==> src/rtl/ex_mem_stage.sv <==
// EX->MEM pipeline register with optional skid entry, branch redirect and
// head-entry forwarding. Outputs always present the oldest buffered entry.
//
// state | meaning
// EMPTY | no entries held, mem_valid low
// ONE   | head entry valid
// TWO   | head and skid entries valid, upstream stalled
module ex_mem_stage #(
  parameter int XLEN = 32,
  parameter int SKID = 1
) (
  input  logic            clock,
  input  logic            reset_n,
  input  logic            flush,
  input  logic            ex_valid,
  output logic            ex_ready,
  input  logic [XLEN-1:0] ex_pc,
  input  logic [XLEN-1:0] ex_alu_result,
  input  logic [XLEN-1:0] ex_br_target,
  input  logic [XLEN-1:0] ex_store_data,
  input  logic            ex_br_cond,
  input  logic            ex_is_branch,
  input  logic            ex_is_jump,
  input  logic            ex_rd_we,
  input  logic            ex_mem_rd,
  input  logic            ex_mem_wr,
  input  logic [4:0]      ex_rd,
  output logic            mem_valid,
  input  logic            mem_ready,
  output logic [XLEN-1:0] mem_pc,
  output logic [XLEN-1:0] mem_result,
  output logic [XLEN-1:0] mem_store_data,
  output logic [4:0]      mem_rd,
  output logic            mem_rd_we,
  output logic            mem_mem_rd,
  output logic            mem_mem_wr,
  output logic            redirect_valid,
  output logic [XLEN-1:0] redirect_pc,
  output logic            fwd_valid,
  output logic [4:0]      fwd_rd,
  output logic [XLEN-1:0] fwd_value
);

  typedef enum logic [1:0] {EMPTY, ONE, TWO} state_t;

  typedef struct packed {
    logic [XLEN-1:0] pc;
    logic [XLEN-1:0] result;
    logic [XLEN-1:0] store_data;
    logic [4:0]      rd;
    logic            rd_we;
    logic            mem_rd;
    logic            mem_wr;
  } entry_t;

  state_t state, state_nxt;
  entry_t head_q, skid_q, in_e;
  logic   accept, drain, taken;
  logic   load_head, load_skid, promote;

  assign in_e = '{pc: ex_pc, result: ex_alu_result, store_data: ex_store_data,
                  rd: ex_rd, rd_we: ex_rd_we, mem_rd: ex_mem_rd, mem_wr: ex_mem_wr};

  // With the skid entry, ready depends only on registered state.
  if (SKID != 0) begin : g_skid
    assign ex_ready = (state != TWO);
  end else begin : g_no_skid
    assign ex_ready = (state == EMPTY) || mem_ready;
  end

  // Handshakes during a redirect cycle are wrong-path: taken and dropped.
  assign accept = ex_valid && ex_ready && !redirect_valid && !flush;
  assign drain  = mem_valid && mem_ready;
  assign taken  = ex_is_jump || (ex_is_branch && ex_br_cond);

  always_comb begin
    state_nxt = state;
    load_head = 1'b0;
    load_skid = 1'b0;
    promote   = 1'b0;
    if (flush) begin
      state_nxt = EMPTY;
    end else begin
      case (state)
        EMPTY: begin
          if (accept) begin
            state_nxt = ONE;
            load_head = 1'b1;
          end
        end
        ONE: begin
          if (accept && drain) begin
            load_head = 1'b1;
          end else if (accept) begin
            state_nxt = TWO;
            load_skid = 1'b1;
          end else if (drain) begin
            state_nxt = EMPTY;
          end
        end
        TWO: begin
          if (drain) begin
            state_nxt = ONE;
            promote   = 1'b1;
          end
        end
        default: state_nxt = EMPTY;
      endcase
    end
  end

  always_ff @(posedge clock or negedge reset_n) begin
    if (!reset_n) begin
      state <= EMPTY;
    end else begin
      state <= state_nxt;
    end
  end

  // Entries keep their contents when emptied so payload outputs hold.
  always_ff @(posedge clock or negedge reset_n) begin
    if (!reset_n) begin
      head_q <= '0;
      skid_q <= '0;
    end else begin
      if (load_head) begin
        head_q <= in_e;
      end else if (promote) begin
        head_q <= skid_q;
      end
      if (load_skid) begin
        skid_q <= in_e;
      end
    end
  end

  always_ff @(posedge clock or negedge reset_n) begin
    if (!reset_n) begin
      redirect_valid <= 1'b0;
      redirect_pc    <= '0;
    end else begin
      redirect_valid <= accept && taken;
      if (accept && taken) begin
        redirect_pc <= ex_br_target;
      end
    end
  end

  assign mem_valid      = (state != EMPTY);
  assign mem_pc         = head_q.pc;
  assign mem_result     = head_q.result;
  assign mem_store_data = head_q.store_data;
  assign mem_rd         = head_q.rd;
  assign mem_rd_we      = head_q.rd_we;
  assign mem_mem_rd     = head_q.mem_rd;
  assign mem_mem_wr     = head_q.mem_wr;

  assign fwd_valid = mem_valid && head_q.rd_we && (head_q.rd != 5'd0);
  assign fwd_rd    = head_q.rd;
  assign fwd_value = head_q.result;

endmodule

==> config.mk <==
export PLATFORM = sky130hd
export DESIGN_NAME = ex_mem_stage
export DESIGN_NICKNAME = d
export VERILOG_FILES = /design/src/rtl/ex_mem_stage.sv
export SDC_FILE = /design/constraint.sdc
export NUM_CORES = 1
export LEC_CHECK = 0
export ABC_CLOCK_PERIOD_IN_PS = 2400
export CAP_MARGIN = 15
export CORE_UTILIZATION = 40
export CTS_CLUSTER_SIZE = 20
export DETAILED_ROUTE_END_ITERATION = 12
export PLACE_DENSITY = 0.81
export SYNTH_ARGS = -nofsm -noshare
export SYNTH_HDL_FRONTEND = slang
export SYNTH_SLANG_ARGS = --single-unit
==> constraint.sdc <==
create_clock -name clock -period 2.4 [get_ports clock]
set_input_delay 0.48 -clock clock [delete_from_list [all_inputs] [get_ports clock]]
set_output_delay 0.48 -clock clock [all_outputs]
set_load 0.02 [all_outputs]
==> results of run 1 <==
## area by class of cell
class                      instances  area [sq um]  area share
antenna                            1         2.502   0.0001676
clock buffer                      35         765.7     0.05129
multi-input combinational        468          3684      0.2467
clock inverter                    14         187.7     0.01257
tap                              330         412.9     0.02765
sequential                       243          6081      0.4073
timing repair buffer             363          3794      0.2541
inverter                           1         3.754   0.0002514
## metrics by stage
| stage | utilization | instances |
|---|---|---|
| after floorplan | - | 798 |
| after global placement | 0.5542 | 1403 |
| after detailed placement | 0.5542 | 1403 |
| after CTS | 0.5927 | 1454 |
| after global routing | 0.5928 | 1454 |
| final | 0.5929 | 1455 |
## state kept, by name (all words and copies together), names as in the netlist, 2 cells and up
name            count
skid_q            104
fwd_value          32
mem_pc             32
mem_store_data     32
redirect_pc        32
fwd_rd              5
state               2
## layout by cell type (no fill, tap or decap), drive strengths merged
cell type        n
dlymetal6s2s     1
dfrtp          243
a31oi            2
buf             44
or2              1
clkinvlp         3
dlygate4sd3      1
or4b             1
diode            1
nor3b            1
o31ai            1
mux2i          105
or3              1
nor2           104
clkinv           5
mux2           136
nand2b           5
or4bb            1
inv              3
clkdlybuf4s50  317
o311a            1
nor4             1
clkbuf          35
a21oi          105
nand2            1
bufinv           4
nand3b           1
nor4b            1
## per-layer routing
metal,GRT usage,wire length (um),vias to the layer above
met4,0.04889,396,0
met1,0.2341,10270,3560
li1,-,-,3351
met5,0,0,-
met3,0.03626,1351,30
met2,0.3277,12890,191
## power by group through the flow
stage	logic, mW	clock network (mW)	registers, mW
final	4.68	4.35	5.91
after global routing	5.00	4.64	6.04
after CTS	4.73	4.47	5.91
after detailed placement	4.70	0	5.96
after global placement	4.57	0	5.90
after floorplan	1.95	0	6.52
## what timing repair did
item,CTS,global route
endpoints found under the setup margin,1,1
resized for setup,5,1
hold buffers,1,0
hold endpoints to repair,62,0
setup buffers,1,0
## synthesized netlist by cell type
cell,number
buf_4,45
or4b_1,1
o31ai_1,1
nand2_1,1
inv_1,1
dfrtp_1,243
buf_2,39
nor4b_2,1
mux2_2,136
or4bb_1,1
nand3b_1,1
nor3b_1,1
a21oi_1,105
a31oi_1,1
o311a_1,1
or3_1,1
mux2i_1,105
or2_2,1
nor4_2,1
nand2b_1,5
clkbuf_1,2
nor2_1,104
a31oi_2,1
## critical path, cell delays in order (launching register included)
cell and delay (ns):
dfrtp_1 0.42, nand2b_1 0.21, clkdlybuf4s50_1 0.64
## worst paths after layout
| path | depth (start not counted) | end | slack (ns) |
|---|---|---|---|
| max in group asynchronous | 3 | skid_q[5] | 1.16 |
| max | 2 | ex_ready | 0.12 |
| max reg2reg | 6 | mem_store_data[23] | 0.46 |
| min in group asynchronous | 2 | redirect_pc[11] | 0.52 |
| min | 1 | skid_q[45] | 0.50 |
| min reg2reg | 1 | skid_q[45] | 0.50 |
## cell families after synthesis
logic type	Yosys count	share of synthesized area
flip-flops	243	0.5920
AO/OA/AOI/OAI	109	0.05470
multiplexers	241	0.2514
AND/OR/NAND/NOR	118	0.04885
buffers and inverters	87	0.05299
==> results.txt, run 1 <==
The maximum root-to-sink buffer count came out at 3. The startpoint of the lowest-slack register-to-register path is redirect_valid. The number of register bits inferred by synthesis came out at 243. In this run the horizontal extent of the chip is 162.2 um. The most critical setup path has its startpoint at state[0]. For this run, the register share of the synthesized area comes to 0.5920. The fraction of final layout cells sized beyond drive strength 1 is 0.2082. The area of the mapped netlist came out at 10270 sq um. The areal power density over the cells is 999.8 nW/um^2.

After floorplanning, the core was sized to cover 25180 sq um. The net count after synthesis came out at 942. The worst setup slack before clock tree synthesis is -0.05103 ns. The cell sitting at the root of the clock tree is a clkbuf_16.

The first-pass GRT wire length is 38990 um. After detailed routing, the number of remaining DRC violations is 0. Headroom to the max-slew limit came out at 0.6277. The worst setup path is launched from a register. Counting the buffers created by CTS gives 27. The initial utilization of the core area, before any placement, comes to 0.4079. At the worst endpoint, the required time is 1.92 ns. The detailed placer's ending HPWL came out at 17690 um. The final worst-path setup slack is 0.1243 ns. The clock network fraction of total power is 0.291.

The CTS sink count is 243. Clock-pin slew was measured on the worst setup and hold paths at 0.06 ns. The number of design-rule violations left by the first detailed-router iteration came out at 344. The maximum fanout count along the critical path came out at 6.

The internal portion of total power came out at 10.42 mW. The average wire per standard cell is 17.12 um. TritonCTS built the clock tree. The area share of the leading cell type in the synthesized netlist came out at 0.5920.

The global placer's final weighted congestion is 0.7849. The largest area contributor in the synthesized netlist is dfrtp_1. The hold path startpoint is skid_q[45]. The residual antenna-violating net count after detailed routing came out at 0. The share of the clock period used by the worst path after layout is 0.9482. The die covers 26320 sq um.

The critical path is of the register to output port type. The final clock skew came out at 0.01464 ns. For this run the aggregate overflow at the end of global routing stands at 0. Sorting the synthesized cells by area gives the leading types as dfrtp_1 (59%), mux2_2 (15%), mux2i_1 (10%), a21oi_1 (5.1%), nor2_1 (3.8%). The sum of negative setup slack is 0 ns. Setup repair after global routing left no endpoint under its margin. The number of instances in the synthesized netlist came out at 798.

For this run, the total global-route usage over all layers was measured as 0.1866. For the worst setup path, the data arrival time is 1.80 ns. The clock latency on the worst-skew pair is 0.53 ns. During I/O placement, the number of pins put on the boundary was 321. The number of global-route vias before repair is 7287. The final hold violation count is 0. The fill cell total of the finished layout came out at 1982. The transition at the pin with the smallest max-transition slack is 0.5584 ns. The netlist uses 23 different library cells. The worst slack on hold paths came out at 0.5047 ns. The shortest clock period the worst path allows after layout is 2.276 ns. The peak supply drop is 0.6367 mV. STA classifies the critical path endpoint as an output port. The die is 162.2 um tall.

The count of H-tree levels built during CTS came out at 1. Row generation in the floorplan step produced 58 rows. The max-slew violation total from the final report came out at 0. The relative area change from synthesis to final layout came out at 45.37%. The tightest min-delay check is of the register to register type. The number of maximum-capacitance violations is 0. The total power of the final layout is 14.93 mW. The net switching power came out at 4.507 mW. The share of power burned in registers is 0.396. Timing would allow up to 439.4 MHz. The leakage power figure came out at 6.860 nW. The total routed wirelength is 24910 um.

The fraction of power spent switching nets is 0.3019. The net total in the final layout came out at 1248. Entering global routing, the biggest net connects 70 pins. The total of warnings raised by yosys is 0. The number of detailed-routing iterations run before antenna repair came out at 5. The share of power burned in combinational logic came out at 0.313. The final setup violation count is 0.

The area of placed instances is 13950 sq um. The number of antenna violations at the first check in global routing is 1. The count of port buffers added during placement is 320.

The total via count after detailed routing is 7132. The final cell area excluding filler cells came out at 14930 sq um. The run finished with clean final reports. The via density per instance came out at 4.902. A synthesized cell averages 12.87 sq um.
No activity file was read; power rests on OpenSTA's default activity.
==> run 2, diff against run 1 <==
--- a/config.mk
+++ b/config.mk
@@ -11,6 +11,7 @@
 export CTS_CLUSTER_SIZE = 20
 export DETAILED_ROUTE_END_ITERATION = 12
 export PLACE_DENSITY = 0.81
+export RECOVER_POWER = 50
 export SYNTH_ARGS = -nofsm -noshare
 export SYNTH_HDL_FRONTEND = slang
 export SYNTH_SLANG_ARGS = --single-unit
==> run 2 against run 1 <==
Critical path type unchanged; clock power about the same; register-to-register slack worse by 0.13 ns; routed wire length up 0.18%; largest cell class unchanged.
==> results.txt, run 2 (same netlist as run 1, synthesis figures left out) <==
The maximum fanout count along the critical path is 6 (unchanged). The transition at the pin with the smallest max-transition slack is 1.155 ns (+0.5968 ns). In the layout the commonest cells are clkdlybuf4s50_1 (316), dfrtp_1 (243), mux2_2 (136). The residual antenna-violating net count after detailed routing came out at 0 (unchanged). The terminus of the critical flop-to-flop path is skid_q[25]. The peak supply drop is 0.6365 mV (about the same). The critical path is of the register to output port type.

The overall die area came out at 26320 sq um (unchanged). In this run the critical register-to-register path is launched from redirect_valid. The count of H-tree levels built during CTS is 1 (unchanged). The CTS sink count is 243 (unchanged). The total routed wirelength came out at 24950 um (+0.18%). The max-slew violation total from the final report is 0 (unchanged). The first-pass GRT wire length is 38990 um (unchanged). The number of global-route vias before repair came out at 7287 (unchanged). The number of antenna violations at the first check in global routing came out at 1 (unchanged).

The highest-delay cell along the critical path is clkdlybuf4s50_1. The clock tree from TritonCTS is done. The critical path depth came out at 2 (unchanged).

The worst path arrival time came out at 1.80 ns (about the same). The final cell area excluding filler cells is 14790 sq um (-0.94%). The net total in the final layout is 1248 (unchanged). The count of port buffers added during placement is 320 (unchanged).

The floorplan core area is 25180 sq um (unchanged). The clock latency on the worst-skew pair is 0.53 ns (about the same). Setup repair after global routing left no endpoint under its margin. The number of flip-flops under the largest register name came out at 104 (unchanged).

The via density per instance was 4.896 (-0.11%). The number of maximum-capacitance violations came out at 0 (unchanged). The number of cell rows came out at 58 (unchanged). Counting flops per register, the top entry is skid_q. The shortest clock period the worst path allows after layout came out at 2.279 ns (+0.003475 ns). The kind of path behind the tightest hold check is input port to async pin. The flow ran to the end, and the final reports show no timing, DRC or antenna violations. The final hold violation count is 0 (unchanged). The total via count after detailed routing is 7124 (-0.11%). The maximum number of pins on one net before global-route repair is 70 (unchanged). The fraction of final layout cells sized beyond drive strength 1 came out at 0.2011 (-0.007117).

The total track usage is 0.1866 (unchanged). The final setup violation count is 0 (unchanged). The end point of the critical path is ex_ready. The clock edge transition at the registers on the reported setup and hold paths came out at 0.06 ns (about the same).

The top cell family by delay on the critical path is buffers and inverters. The type of element launching the critical path is a register. The vertical die dimension is 162.2 um (unchanged). The largest stage delay on the critical path is 0.64 ns (about the same). The library cell used most frequently in the layout, excluding fill and tap cells, is clkdlybuf4s50_1. The area growth from synthesis to layout is 44.00%.

The sum of negative setup slack was 0 ns (unchanged). The fill cell total of the finished layout came out at 2004 (+1.1%). The detailed placer's ending HPWL is 17690 um (unchanged). The final clock skew came out at 0.01450 ns (-0.0001412 ns). The worst slack on hold paths came out at 0.5056 ns (+0.0008200 ns).

The count of buffering cells on the critical path with inverters included is 1 (unchanged). The initial core utilization is 0.4079 (unchanged). The required time at the worst-slack endpoint was 1.92 ns (about the same). The areal power density over the cells came out at 1008 nW/um^2 (+0.79%). The source of the critical timing path is state[0].

The maximum root-to-sink buffer count is 3 (unchanged). The width of the die came to 162.2 um (unchanged). The average wire per standard cell is 17.15 um (+0.18%). The clock root buffer is clkbuf_16. The overall overflow remaining after global route is 0 (unchanged).

Walking the worst path, the cells encountered are nand2b_1 > clkdlybuf4s50_1. The number of top-level pins came out at 321 (unchanged). The leakage power figure is 6.789 nW (-1.0%). The total DRC errors in the routed layout came to 0 (unchanged). The number of detailed-routing iterations run before antenna repair was 4 (-1). The CTS buffer count came out at 27 (unchanged). STA classifies the critical path endpoint as an output port. The global placer's final weighted congestion came out at 0.7849 (unchanged).

The worst max-slew margin expressed relative to the limit was 0.2299 (-0.3979). The share of the clock period used by the worst path after layout is 0.9497 (+0.001448). The number of design-rule violations left by the first detailed-router iteration is 316 (-8.1%). The achievable frequency came out at 438.8 MHz (-0.15%). The setup slack on the worst flop-to-flop path came out at 0.33 ns (-0.13 ns). The area of placed instances is 13950 sq um (unchanged).

The depth of the worst register-to-register path is 5 (-1).
run 2: cell types whose count changed in the layout (fill, tap and decap cells not counted), sizes merged:
| cell | previous run | this run |
|---|---|---|
| clkbuf | 35 | 47 |
| clkdlybuf4s50 | 317 | 316 |
| buf | 44 | 32 |
| dlygate4sd3 | 1 | 2 |
run 2: layout make-up:
| type | instances | area, sq um | area share |
|---|---|---|---|
| inverters | 1 | 3.754 | 0.0002538 |
| well taps | 330 | 412.9 | 0.02792 |
| diodes | 1 | 2.502 | 0.0001692 |
| clock buffers | 35 | 765.7 | 0.05177 |
| flip-flops and latches | 243 | 6081 | 0.4111 |
| repair buffers | 363 | 3682 | 0.2490 |
| clock inverters | 14 | 187.7 | 0.01269 |
| multi-input cells | 468 | 3655 | 0.2471 |
run 2: worst register-to-register path, stage by stage, from the launching register on:
cell	delay, ns
dfrtp_1	0.41
nor4b_1	0.37
clkbuf_1	0.21
nand2b_1	0.17
clkbuf_4	0.38
mux2_2	0.40
run 2: metrics by stage:
stage | utilization | power (mW) | worst slack [ns] | instances
final | 0.5874 | 14.91 | 0.1208 | 1455
after CTS | 0.5927 | 15.11 | 0.02715 | 1454
after detailed placement | 0.5542 | 10.67 | -0.05103 | 1403
after global placement | 0.5542 | 10.47 | 0.006686 | 1403
after floorplan | - | 8.472 | 0.4827 | 798
after global routing | 0.5873 | 15.65 | 0.03153 | 1454
run 2: where the power goes:
group          leakage (nW)  internal, mW  switching (mW)
combinational          3.41          2.49            2.17
sequential             2.91          5.23           0.671
clock                 0.465          2.68            1.66
run 2: routing by layer:
layer | track usage | wire length [um] | vias up
met1 | 0.2341 | 10310 | 3564
met5 | 0 | 0 | -
met4 | 0.04889 | 399 | 0
met2 | 0.3277 | 12940 | 176
met3 | 0.03626 | 1307 | 32
li1 | - | - | 3352
run 2: worst min-delay path by stage:
stage,start,to,slack (ns),depth (start not counted)
finish,reset_n,redirect_pc[11],0.51,2
CTS,reset_n,skid_q[9],0.51,2
floorplan,reset_n,fwd_rd[0],0.18,0
global placement,reset_n,redirect_pc[9],0.49,1
global route,skid_q[4],skid_q[4],0.51,1
detailed placement,reset_n,redirect_pc[11],0.49,1
run 2: what timing repair did:
action / CTS / global route
gates resized for setup: 5 / 1
buffers inserted: 1 / 0
endpoints found under the setup margin: 1 / 1
hold buffers: 1 / 0
endpoints found under the hold margin: 62 / 0
==> run 3, diff against run 2 <==
--- a/config.mk
+++ b/config.mk
@@ -5,7 +5,6 @@
 export SDC_FILE = /design/constraint.sdc
 export NUM_CORES = 1
 export LEC_CHECK = 0
-export ABC_CLOCK_PERIOD_IN_PS = 2400
 export CAP_MARGIN = 15
 export CORE_UTILIZATION = 40
 export CTS_CLUSTER_SIZE = 20
==> results of run 3 <==
Same layout as run 2: the final DEF is identical, and so are final timing and power.
